<file path="src/rtl/mic_cap_pkg.sv">
// Shared constants and channel-count helper for the I2S microphone array capture block.
// MIC_CAP_STEREO_EN selects both-slot capture; otherwise only left slots are kept.
package mic_cap_pkg;

    localparam int FRAME_BITS = 64;
    localparam int SLOT_BITS  = 32;

    function automatic int nch(input int num_lines);
`ifdef MIC_CAP_STEREO_EN
        return 2 * num_lines;
`else
        return num_lines;
`endif
    endfunction

endpackage

</file>
<file path="src/rtl/mic_cap_fifo.sv">
// Synchronous first-word-fall-through frame FIFO with occupancy output.
// A push while full is accepted only when a pop happens in the same cycle.
module mic_cap_fifo #(
    parameter int WIDTH = 32,
    parameter int DEPTH = 16
) (
    input  logic                     clk,
    input  logic                     rst,
    input  logic                     push,
    input  logic [WIDTH-1:0]         wdata,
    input  logic                     pop,
    output logic [WIDTH-1:0]         rdata,
    output logic                     empty,
    output logic                     full,
    output logic [$clog2(DEPTH):0]   level
);
    localparam int AW = $clog2(DEPTH);

    logic [WIDTH-1:0] mem [DEPTH];
    logic [AW:0]      wr_ptr;
    logic [AW:0]      rd_ptr;
    logic             do_push;
    logic             do_pop;

    assign level   = wr_ptr - rd_ptr;
    assign empty   = (level == '0);
    assign full    = (level == (AW + 1)'(DEPTH));
    assign do_pop  = pop && !empty;
    assign do_push = push && (!full || do_pop);
    // Gated read keeps the output at zero while nothing is stored, including after reset.
    assign rdata   = empty ? '0 : mem[rd_ptr[AW-1:0]];

    always_ff @(posedge clk or posedge rst) begin
        if (rst) begin
            wr_ptr <= '0;
            rd_ptr <= '0;
        end else begin
            if (do_push) wr_ptr <= wr_ptr + 1'b1;
            if (do_pop)  rd_ptr <= rd_ptr + 1'b1;
        end
    end

    always_ff @(posedge clk) begin
        if (do_push) mem[wr_ptr[AW-1:0]] <= wdata;
    end

endmodule

</file>
<file path="src/rtl/mic_array_capture.sv">
// I2S microphone array master: generates SCK/WS, deserialises each line, queues frames.
// Define MIC_CAP_STEREO_EN to capture both slots; default build keeps left slots only.
module mic_array_capture
    import mic_cap_pkg::*;
#(
    parameter int NUM_LINES    = 2,
    parameter int SAMPLE_WIDTH = 24,
    parameter int OUT_WIDTH    = 16,
    parameter int SCK_DIV      = 20,
    parameter int FIFO_DEPTH   = 16
) (
    input  logic                                 sys_clk,
    input  logic                                 sys_rst,
    input  logic                                 cap_en,
    input  logic [NUM_LINES-1:0]                 mic_data,
    output logic                                 mic_sck,
    output logic                                 mic_ws,
    output logic [nch(NUM_LINES)*OUT_WIDTH-1:0]  m_data,
    output logic                                 m_valid,
    input  logic                                 m_ready,
    output logic [$clog2(FIFO_DEPTH):0]          fifo_level,
    output logic                                 ovf,
    output logic [15:0]                          ovf_cnt,
    input  logic                                 ovf_clr
);
    localparam int NCH      = nch(NUM_LINES);
    localparam int DW       = $clog2(SCK_DIV);
    // Only the top OUT_WIDTH bits survive truncation, and they arrive first (MSB first).
    localparam int CAP_BITS = (OUT_WIDTH < SAMPLE_WIDTH) ? OUT_WIDTH : SAMPLE_WIDTH;

    logic [DW-1:0]            div;
    logic [5:0]               bit_cnt;
    logic                     sck;
    logic                     rise;
    logic                     fall;
    logic                     wrap;
    logic                     data_bit;
    logic                     en_at0;
    logic                     push;
    logic                     full;
    logic                     empty;
    logic                     ovf_ev;
    logic [NCH*OUT_WIDTH-1:0] frame;

    assign rise     = (div == DW'(SCK_DIV / 2 - 1));
    assign fall     = (div == DW'(SCK_DIV - 1));
    assign wrap     = fall && (bit_cnt == 6'(FRAME_BITS - 1));
    assign mic_sck  = sck;
    assign mic_ws   = (bit_cnt >= 6'(SLOT_BITS));
    assign data_bit = rise && (bit_cnt[4:0] != 5'd0) && (bit_cnt[4:0] <= 5'(CAP_BITS));

    always_ff @(posedge sys_clk or posedge sys_rst) begin
        if (sys_rst) begin
            div     <= '0;
            bit_cnt <= '0;
            sck     <= 1'b0;
            en_at0  <= 1'b0;
        end else begin
            div <= fall ? '0 : div + 1'b1;
            if (rise)      sck <= 1'b1;
            else if (fall) sck <= 1'b0;
            if (fall)      bit_cnt <= bit_cnt + 1'b1;
            if (rise && bit_cnt == 6'd0) en_at0 <= cap_en;
        end
    end

    for (genvar k = 0; k < NCH; k++) begin : g_ch
`ifdef MIC_CAP_STEREO_EN
        localparam int   LINE = k / 2;
        localparam logic SLOT = ((k % 2) == 1);
`else
        localparam int   LINE = k;
        localparam logic SLOT = 1'b0;
`endif
        logic [OUT_WIDTH-1:0] shreg;

        always_ff @(posedge sys_clk) begin
            if (data_bit && mic_ws == SLOT)
                shreg <= (shreg << 1) | OUT_WIDTH'(mic_data[LINE]);
        end

        assign frame[k*OUT_WIDTH +: OUT_WIDTH] = shreg;
    end

    // Frame is only kept if capture was enabled for its whole span (start and push).
    assign push   = wrap && en_at0 && cap_en;
    assign ovf_ev = push && full && !(m_valid && m_ready);

    mic_cap_fifo #(
        .WIDTH (NCH * OUT_WIDTH),
        .DEPTH (FIFO_DEPTH)
    ) u_fifo (
        .clk   (sys_clk),
        .rst   (sys_rst),
        .push  (push),
        .wdata (frame),
        .pop   (m_ready),
        .rdata (m_data),
        .empty (empty),
        .full  (full),
        .level (fifo_level)
    );

    assign m_valid = !empty;

    always_ff @(posedge sys_clk or posedge sys_rst) begin
        if (sys_rst) begin
            ovf     <= 1'b0;
            ovf_cnt <= '0;
        end else if (ovf_clr) begin
            ovf     <= 1'b0;
            ovf_cnt <= '0;
        end else if (ovf_ev) begin
            ovf <= 1'b1;
            if (ovf_cnt != 16'hFFFF) ovf_cnt <= ovf_cnt + 1'b1;
        end
    end

endmodule

</file>
<file path="config.mk">
export PLATFORM = sky130hd
export DESIGN_NAME = mic_array_capture
export DESIGN_NICKNAME = d
export VERILOG_FILES = /design/src/rtl/mic_cap_pkg.sv /design/src/rtl/mic_cap_fifo.sv /design/src/rtl/mic_array_capture.sv
export SDC_FILE = /design/constraint.sdc
export NUM_CORES = 1
export LEC_CHECK = 0
export ABC_CLOCK_PERIOD_IN_PS = 6400
export BUFFER_PORTS_ARGS = -buffer_cell sky130_fd_sc_hd__buf_4
export CAP_MARGIN = 20
export CORE_MARGIN = 8
export CORE_UTILIZATION = 49
export DETAILED_ROUTE_END_ITERATION = 10
export HOLD_SLACK_MARGIN = 0.05
export PLACE_DENSITY_LB_ADDON = 0.2
export SYNTH_ARGS = -nofsm -noshare
export SYNTH_HDL_FRONTEND = slang
export SYNTH_SLANG_ARGS = --single-unit
export TNS_END_PERCENT = 10
</file>
<file path="constraint.sdc">
create_clock -name sys_clk -period 6.4 [get_ports sys_clk]
set_input_delay 0.96 -clock sys_clk [delete_from_list [all_inputs] [get_ports sys_clk]]
set_output_delay 0.96 -clock sys_clk [all_outputs]
set_load 0.03 [all_outputs]
</file>
==> flow_metrics.py, run 1 <==
metrics = {
    "global_route": {
        "grt_max_degree": 72,
        "grt_pass1_wl_mm": 69.8,
        "antenna_found_initial": 0,
        "first_global_vias": 10800,
        "track_usage_pct": 17.6,
        "grt_overflow": 0,
    },
    "layout": {
        "instances_no_fill": 1784,
        "syn2layout_area_growth_pct": 13.4,
        "seqCellArea_um2": 17300,
        "layout-drive-gt1-share_pct": 30.5,
        "multiInputGateArea_um2": 5220,
        "fin_nets": 1158,
        "n_antenna_cell": 0,
        "layout_common_cells": "edfxtp_1 (544), mux4_2 (160), buf_4 (95)",
        "final_common_cell": "edfxtp_1",
        "num-fill-cells": 3387,
    },
    "critical_path": {
        "path_cells": "buf_4 -> buf_4 -> mux4_2 -> mux4_2 -> nor2b_1 -> buf_4",
        "cp.arrival_ns": 4.03,
        "critPathKind": "flop to output pin",
        "cpMostUsedCell": "buf_4",
        "crit_required_ns": 5.44,
        "critPathMaxStageDelay_ns": 0.96,
        "cp_slowest_cell": "buf_4",
        "start_kind": "flop",
        "rr_worst_depth": 10,
        "crit_fanout": 71,
        "end_kind": "output pin",
        "ff2ff_setup_slack_ns": 2.16,
    },
    "clocking": {
        "cts_tree": "yes",
        "numCtsBuffers": 56,
        "post_cts_buffers": 0,
        "htree_levels": 2,
        "cts_hold_buf": 0,
        "clock-sinks": 584,
        "ctsRootBufferMaster": "clkbuf_16",
        "cts_resized": 0,
        "clkLatencyLatePin_ns": 0.60,
        "clockBufferDepth": 3,
        "clk_pin_slew_ns": 0.06,
    },
    "synthesis": {
        "synthDistinctLibCells": 53,
        "synthTopCellsByArea": "edfxtp_1 (72%), mux4_2 (16%), dfrtp_1 (4.4%)",
        "avgSynthCellArea_um2": 22.1,
        "synth-seq-area-share_pct": 76.3,
        "synth_area_um2": 22700,
        "yosys.area.top_type": "edfxtp_1",
        "synth_cells": 1030,
        "yosys_warnings": 0,
        "ys_ff_latch": 584,
        "synth_top_area_share_pct": 71.9,
        "async_flop_share_pct": 6.85,
        "synth_edf_count": 544,
        "ys.flop_type": "edfxtp_1",
        "synth_nets": 1052,
    },
    "timing": {
        "finClkSkew_ns": 0.0190,
        "slew_headroom_pct": 27.4,
        "worst_slack_ns": 1.41,
        "hold_viol_final": 0,
        "fin_crit_sh_pct": 77.9,
        "setup_violations": 0,
        "fmax_mhz": 200,
        "drv_slew": 0,
        "finalSetupTns_ns": 0,
        "rsz0062_at_grt": "no",
        "layout_min_cycle_time_ns": 4.99,
        "hold_ws_ns": 0.494,
        "worst_pin_slew_ns": 1.09,
    },
    "route": {
        "first_iter_violations": 956,
        "vias_per_cell": 5.81,
        "routed_wl_mm": 46.5,
        "ant_nets": 0,
        "drc": 0,
        "vias": 10400,
        "first_pass_iters": 4,
        "wl_per_cell_um": 26.1,
    },
    "floorplan": {
        "die-area_um2": 53500,
        "row_count": 79,
        "pin_count": 64,
        "core_area_um2": 46200,
        "die_w_um": 231,
        "start_util_pct": 49.2,
        "die_h_um": 231,
    },
    "power": {
        "p_switching_mw": 2.98,
        "power_density_nw_per_um2": 400,
        "power.internal_mw": 7.34,
        "seqPwrFrac_pct": 40.4,
        "power_frac_comb_pct": 30.2,
        "clkPwrFrac_pct": 29.3,
        "irDropWorstVdd_mv": 0.318,
        "p_sw_share_pct": 28.9,
        "cellLeakagePower_nw": 8.37,
    },
    "placement": {
        "dp_cells": 1685,
        "dpl_worst_slack_ns": 1.98,
        "portBuffers": 63,
        "place_congestion": 0.741,
        "dp_hpwl_mm": 24.2,
    },
    "worst_hold_path": {
        "hp-class": "flop to flop",
        "whs_path_depth": 1,
    },
    "run": {
        "drv_cap": 0,
    },
    "outcome": {
        "status": "finished, final reports clean",
    },
}
-- logic make-up after synthesis --
| group | after synthesis | synth area share, % |
|---|---|---|
| adders and majority gates | 15 | 0.859 |
| buffers and inverters | 65 | 1.21 |
| and+or+nand+nor | 149 | 3.62 |
| DFF | 584 | 76.3 |
| AOI/OAI and AO/OA | 26 | 0.925 |
| xor gates and xnor gates | 28 | 1.08 |
| muxes | 163 | 16.0 |
-- synthesized netlist by cell type, drive strengths merged (7+ instances only) --
| cell type | instances |
|---|---|
| nor3 | 9 |
| buf | 26 |
| ha | 14 |
| o21ai | 8 |
| clkbuf | 21 |
| a21oi | 10 |
| nand2 | 20 |
| nand3 | 13 |
| inv | 18 |
| mux4 | 160 |
| xnor2 | 15 |
| nor2 | 33 |
| dfrtp | 40 |
| nand4 | 12 |
| and3 | 7 |
| xor2 | 13 |
| edfxtp | 544 |
| nor2b | 32 |
-- path summary, 6_finish.rpt --
check	from	endpoint
max in group asynchronous	sys_rst	u_fifo.rd_ptr[0]
worst min-delay path	div[0]	div[0]
worst max-delay path	u_fifo.rd_ptr[1]	m_data[29]
worst min register to register	div[0]	div[0]
min in group asynchronous	sys_rst	ovf_cnt[9]
worst max register to register	u_fifo.rd_ptr[0]	u_fifo.mem[1][24]
-- per-layer routing --
metal	global-route usage [%]	part of all wire (%)	vias up
met4	3.66	1.6	0
li1	-	-	4460
met1	24.7	43	5587
met5	0	0	-
met3	3.25	5.2	61
met2	28.9	50	264
-- layout make-up --
cell class	count	area share [%]
Multi-Input combinational cell	381	20.3
Timing Repair Buffer	95	2.77
Clock buffer	76	5.81
Inverter	18	0.262
Tap cell	607	2.95
Clock inverter	23	0.597
Sequential cell	584	67.3
-- registers in the layout, indices dropped and copies added (netlist names) --
signal,cells
div,5
u_fifo.rd_ptr,5
u_fifo.wr_ptr,5
u_fifo.mem,512
g_ch.shreg,32
bit_cnt,6
ovf_cnt,16
ovf,1
mic_sck,1
en_at0,1
-- per-stage QoR --
stage          power, mW  cell area, um2  util (%)
2_1_floorplan       6.56           22700         -
3_3_place_gp        7.44           24100      52.2
3_5_place_dp        7.44           24100      52.2
4_1_cts             10.5           25800      55.8
5_1_grt             10.7           25800      55.8
6_report            10.3           25800      55.8
-- power by group through the flow --
stage | clock, mW | sequential, mW | combinational, mW
2_1_floorplan | 0 | 4.22 | 2.34
3_3_place_gp | 0 | 4.25 | 3.19
3_5_place_dp | 0 | 4.25 | 3.19
4_1_cts | 3.09 | 4.17 | 3.20
5_1_grt | 3.22 | 4.18 | 3.33
6_report | 3.02 | 4.17 | 3.12
-- worst max-delay path, delay by kind of cell (launching register included) --
kind | cells | cell delay (ns)
and+or+nand+nor | 1 | 0.15
buffers and inverters | 3 | 1.85
muxes | 2 | 0.94
DFF | 1 | 0.40
Note: power is estimated with default switching activity, not from simulation.
==> run 2: changes to the inputs <==
--- a/config.mk
+++ b/config.mk
@@ -5,7 +5,8 @@
 export SDC_FILE = /design/constraint.sdc
 export NUM_CORES = 1
 export LEC_CHECK = 0
-export ABC_CLOCK_PERIOD_IN_PS = 6400
+export ABC_AREA = 1
+export ABC_CLOCK_PERIOD_IN_PS = 4300
 export BUFFER_PORTS_ARGS = -buffer_cell sky130_fd_sc_hd__buf_4
 export CAP_MARGIN = 20
 export CORE_MARGIN = 8
==> constraint.sdc (replaced) <==
create_clock -name sys_clk -period 4.3 [get_ports sys_clk]
set_input_delay 0.645 -clock sys_clk [delete_from_list [all_inputs] [get_ports sys_clk]]
set_output_delay 0.645 -clock sys_clk [all_outputs]
set_load 0.03 [all_outputs]
==> flow_metrics.py, run 2 <==
metrics = {
    "layout": {
        "seqCellArea_um2": 17300,
        "largest_reg_flops": 512,
        "multiInputGateArea_um2": 6020,
        "layout_common_cells": "edfxtp_1 (544), nand2_1 (496), a21oi_1 (194)",
        "final_common_cell": "edfxtp_1",
        "num-fill-cells": 4012,
        "n_antenna_cell": 0,
        "fin_nets": 2036,
        "syn2layout_area_growth_pct": 12.9,
        "layout-drive-gt1-share_pct": 11.6,
    },
    "floorplan": {
        "pin_count": 64,
        "die-area_um2": 56400,
        "die_w_um": 238,
        "start_util_pct": 49.4,
        "die_h_um": 238,
        "row_count": 81,
        "core_area_um2": 48600,
    },
    "timing": {
        "slew_headroom_pct": 15.0,
        "hold_viol_final": 0,
        "drv_slew": 0,
        "worst_pin_slew_ns": 1.27,
        "finClkSkew_ns": 0.0174,
        "fmax_mhz": 252,
        "setup_violations": 0,
        "finalSetupTns_ns": 0,
        "fin_crit_sh_pct": 92.3,
        "layout_min_cycle_time_ns": 3.97,
        "rsz0062_at_grt": "no",
    },
    "synthesis": {
        "avgSynthCellArea_um2": 12.2,
        "synth_edf_count": 544,
        "yosys.area.top_type": "edfxtp_1",
        "synthTopCellsByArea": "edfxtp_1 (68%), nand2_1 (7.7%), dfrtp_1 (4.2%)",
        "synth_common_cells": "edfxtp_1 (544), nand2_1 (496), a21oi_1 (194), nor2_1 (140), nand3_1 (97)",
        "synth-seq-area-share_pct": 72.1,
        "ys.flop_type": "edfxtp_1",
        "synthDistinctLibCells": 36,
        "synth_top_area_share_pct": 67.9,
        "synth_nets": 1992,
        "yosys_warnings": 0,
        "async_flop_share_pct": 6.85,
        "synth.most_common_cell": "edfxtp_1",
        "synth_cells": 1970,
        "ys_ff_latch": 584,
        "synth_area_um2": 24000,
    },
    "global_route": {
        "grt_max_degree": 186,
        "first_global_vias": 14800,
        "grt_overflow": 0,
        "grt_pass1_wl_mm": 87.9,
        "track_usage_pct": 20.1,
        "antenna_found_initial": 0,
    },
    "critical_path": {
        "reg2reg_from": "u_fifo.wr_ptr[0]",
        "path_cells": "buf_4 -> buf_6 -> a21oi_1 -> a22oi_1 -> o21ai_0 -> inv_1 -> nand2_1 -> nor2_1 -> buf_4",
        "critPathBufInv": 4,
        "critPathMaxStageDelay_ns": 0.63,
        "end_kind": "output pin",
        "crit_fanout": 74,
        "path_depth": 9,
        "cp_top_family": "buffers and inverters",
        "cp_slowest_cell": "buf_4",
        "rr_worst_depth": 14,
        "cp.arrival_ns": 3.32,
        "critPathKind": "flop to output pin",
        "crit_required_ns": 3.65,
        "startpoint": "u_fifo.rd_ptr[1]",
        "cpMostUsedCell": "buf_4",
        "start_kind": "flop",
    },
    "outcome": {
        "status": "finished, final reports clean",
    },
    "run": {
        "drv_cap": 0,
    },
    "route": {
        "vias": 15200,
        "first_iter_violations": 1402,
        "routed_wl_mm": 57.8,
        "drc": 0,
        "ant_nets": 0,
        "wl_per_cell_um": 21.5,
        "vias_per_cell": 5.65,
        "first_pass_iters": 6,
    },
    "placement": {
        "dp_hpwl_mm": 28.7,
        "place_congestion": 0.787,
        "portBuffers": 63,
    },
    "clocking": {
        "htree_levels": 2,
        "post_cts_buffers": 0,
        "clk_pin_slew_ns": 0.07,
        "clock-sinks": 584,
        "cts_tree": "yes",
        "clkLatencyLatePin_ns": 0.62,
        "numCtsBuffers": 57,
        "ctsRootBufferMaster": "clkbuf_16",
        "cts_hold_buf": 0,
        "clockBufferDepth": 3,
    },
    "worst_hold_path": {
        "hp-class": "input port to async pin",
    },
    "power": {
        "finalPower_mw": 17.1,
        "irDropWorstVdd_mv": 0.820,
        "power_density_nw_per_um2": 630,
        "cellLeakagePower_nw": 9.89,
    },
}
run 2: changes by cell type in the layout (fill, tap and decap cells not counted), moves of 57 or more:
cell     before  now
a21oi_1      10  194
a22oi_1       0   96
inv_1        17   74
mux4_2      160    0
nand2_1      20  496
nand3_1      12   97
nor2_1       20  124
run 2: cell families (layout without fill, tap and decap cells):
kind of cell	count (synthesis)	in the layout	share of synthesized area, %
fa+ha+maj	15	15	0.812
flops	584	584	72.1
buf+inv	192	284	3.42
simple gates	791	791	14.2
compound gates	362	362	8.57
xor+xnor	26	26	0.947
run 2: metal layers:
layer	vias to the layer above	GRT usage [%]	part of all wire, %
li1	7099	-	-
met1	7532	27.6	44
met2	458	33.6	48
met3	81	2.58	5.6
met4	0	5.95	2.1
met5	-	0	0
run 2: repair_timing:
action                                  4_1_cts  5_1_grt
resized for setup                             0        1
endpoints found under the setup margin        0       20
endpoints found under the hold margin         0        0
run 2: worst paths after layout:
check                                         end  slack [ns]
worst max-delay path                    m_data[2]        0.33
worst min-delay path             u_fifo.rd_ptr[3]        0.17
worst max register to register  u_fifo.mem[9][25]        0.81
worst min register to register            mic_sck        0.49
max in group asynchronous        u_fifo.rd_ptr[1]        3.71
min in group sys_clk             g_ch[1].shreg[0]        0.21
run 2: worst reg2reg max path, stage by stage, from the launching register on:
cell,delay [ns]
dfrtp_1,0.43
inv_1,0.14
ha_1,0.16
inv_1,0.06
fa_1,0.40
nand3_1,0.13
inv_1,0.05
nor2_1,0.11
nand2_1,0.06
nand2_1,0.10
nor2_4,0.07
nand2_4,0.13
nand3_2,0.22
nor2_4,0.59
buf_4,0.49
run 2: area by class of cell:
cell class,count,area share [%]
clock buffer,70,5.55
inverter,80,1.13
multi-input combinational,1194,22.2
sequential,584,63.9
timing repair buffer,97,2.88
tap,622,2.87
clock inverter,37,1.50
run 2: through the flow:
stage / util, % / setup slack [ns] / hold WS, ns / std cells / area (um2)
floorplan: - / 0.328 / 0.461 / 1970 / 24100
global placement: 51.9 / 0.743 / 0.465 / 2578 / 25200
detailed placement: 51.9 / 0.737 / 0.479 / 2578 / 25200
CTS: 55.8 / 0.0443 / 0.162 / 2685 / 27200
global route: 55.8 / 0.154 / 0.182 / 2684 / 27100
finish: 55.8 / 0.332 / 0.174 / 2684 / 27100
run 2: power breakdown:
part           internal [mW]  leakage, nW  switching (mW)  total, mW
Clock                   2.97        0.936            2.12       5.09
Sequential              6.15         5.47          0.0301       6.18
Combinational           1.77         3.49            4.06       5.82
Total                   10.9         9.89            6.21       17.1
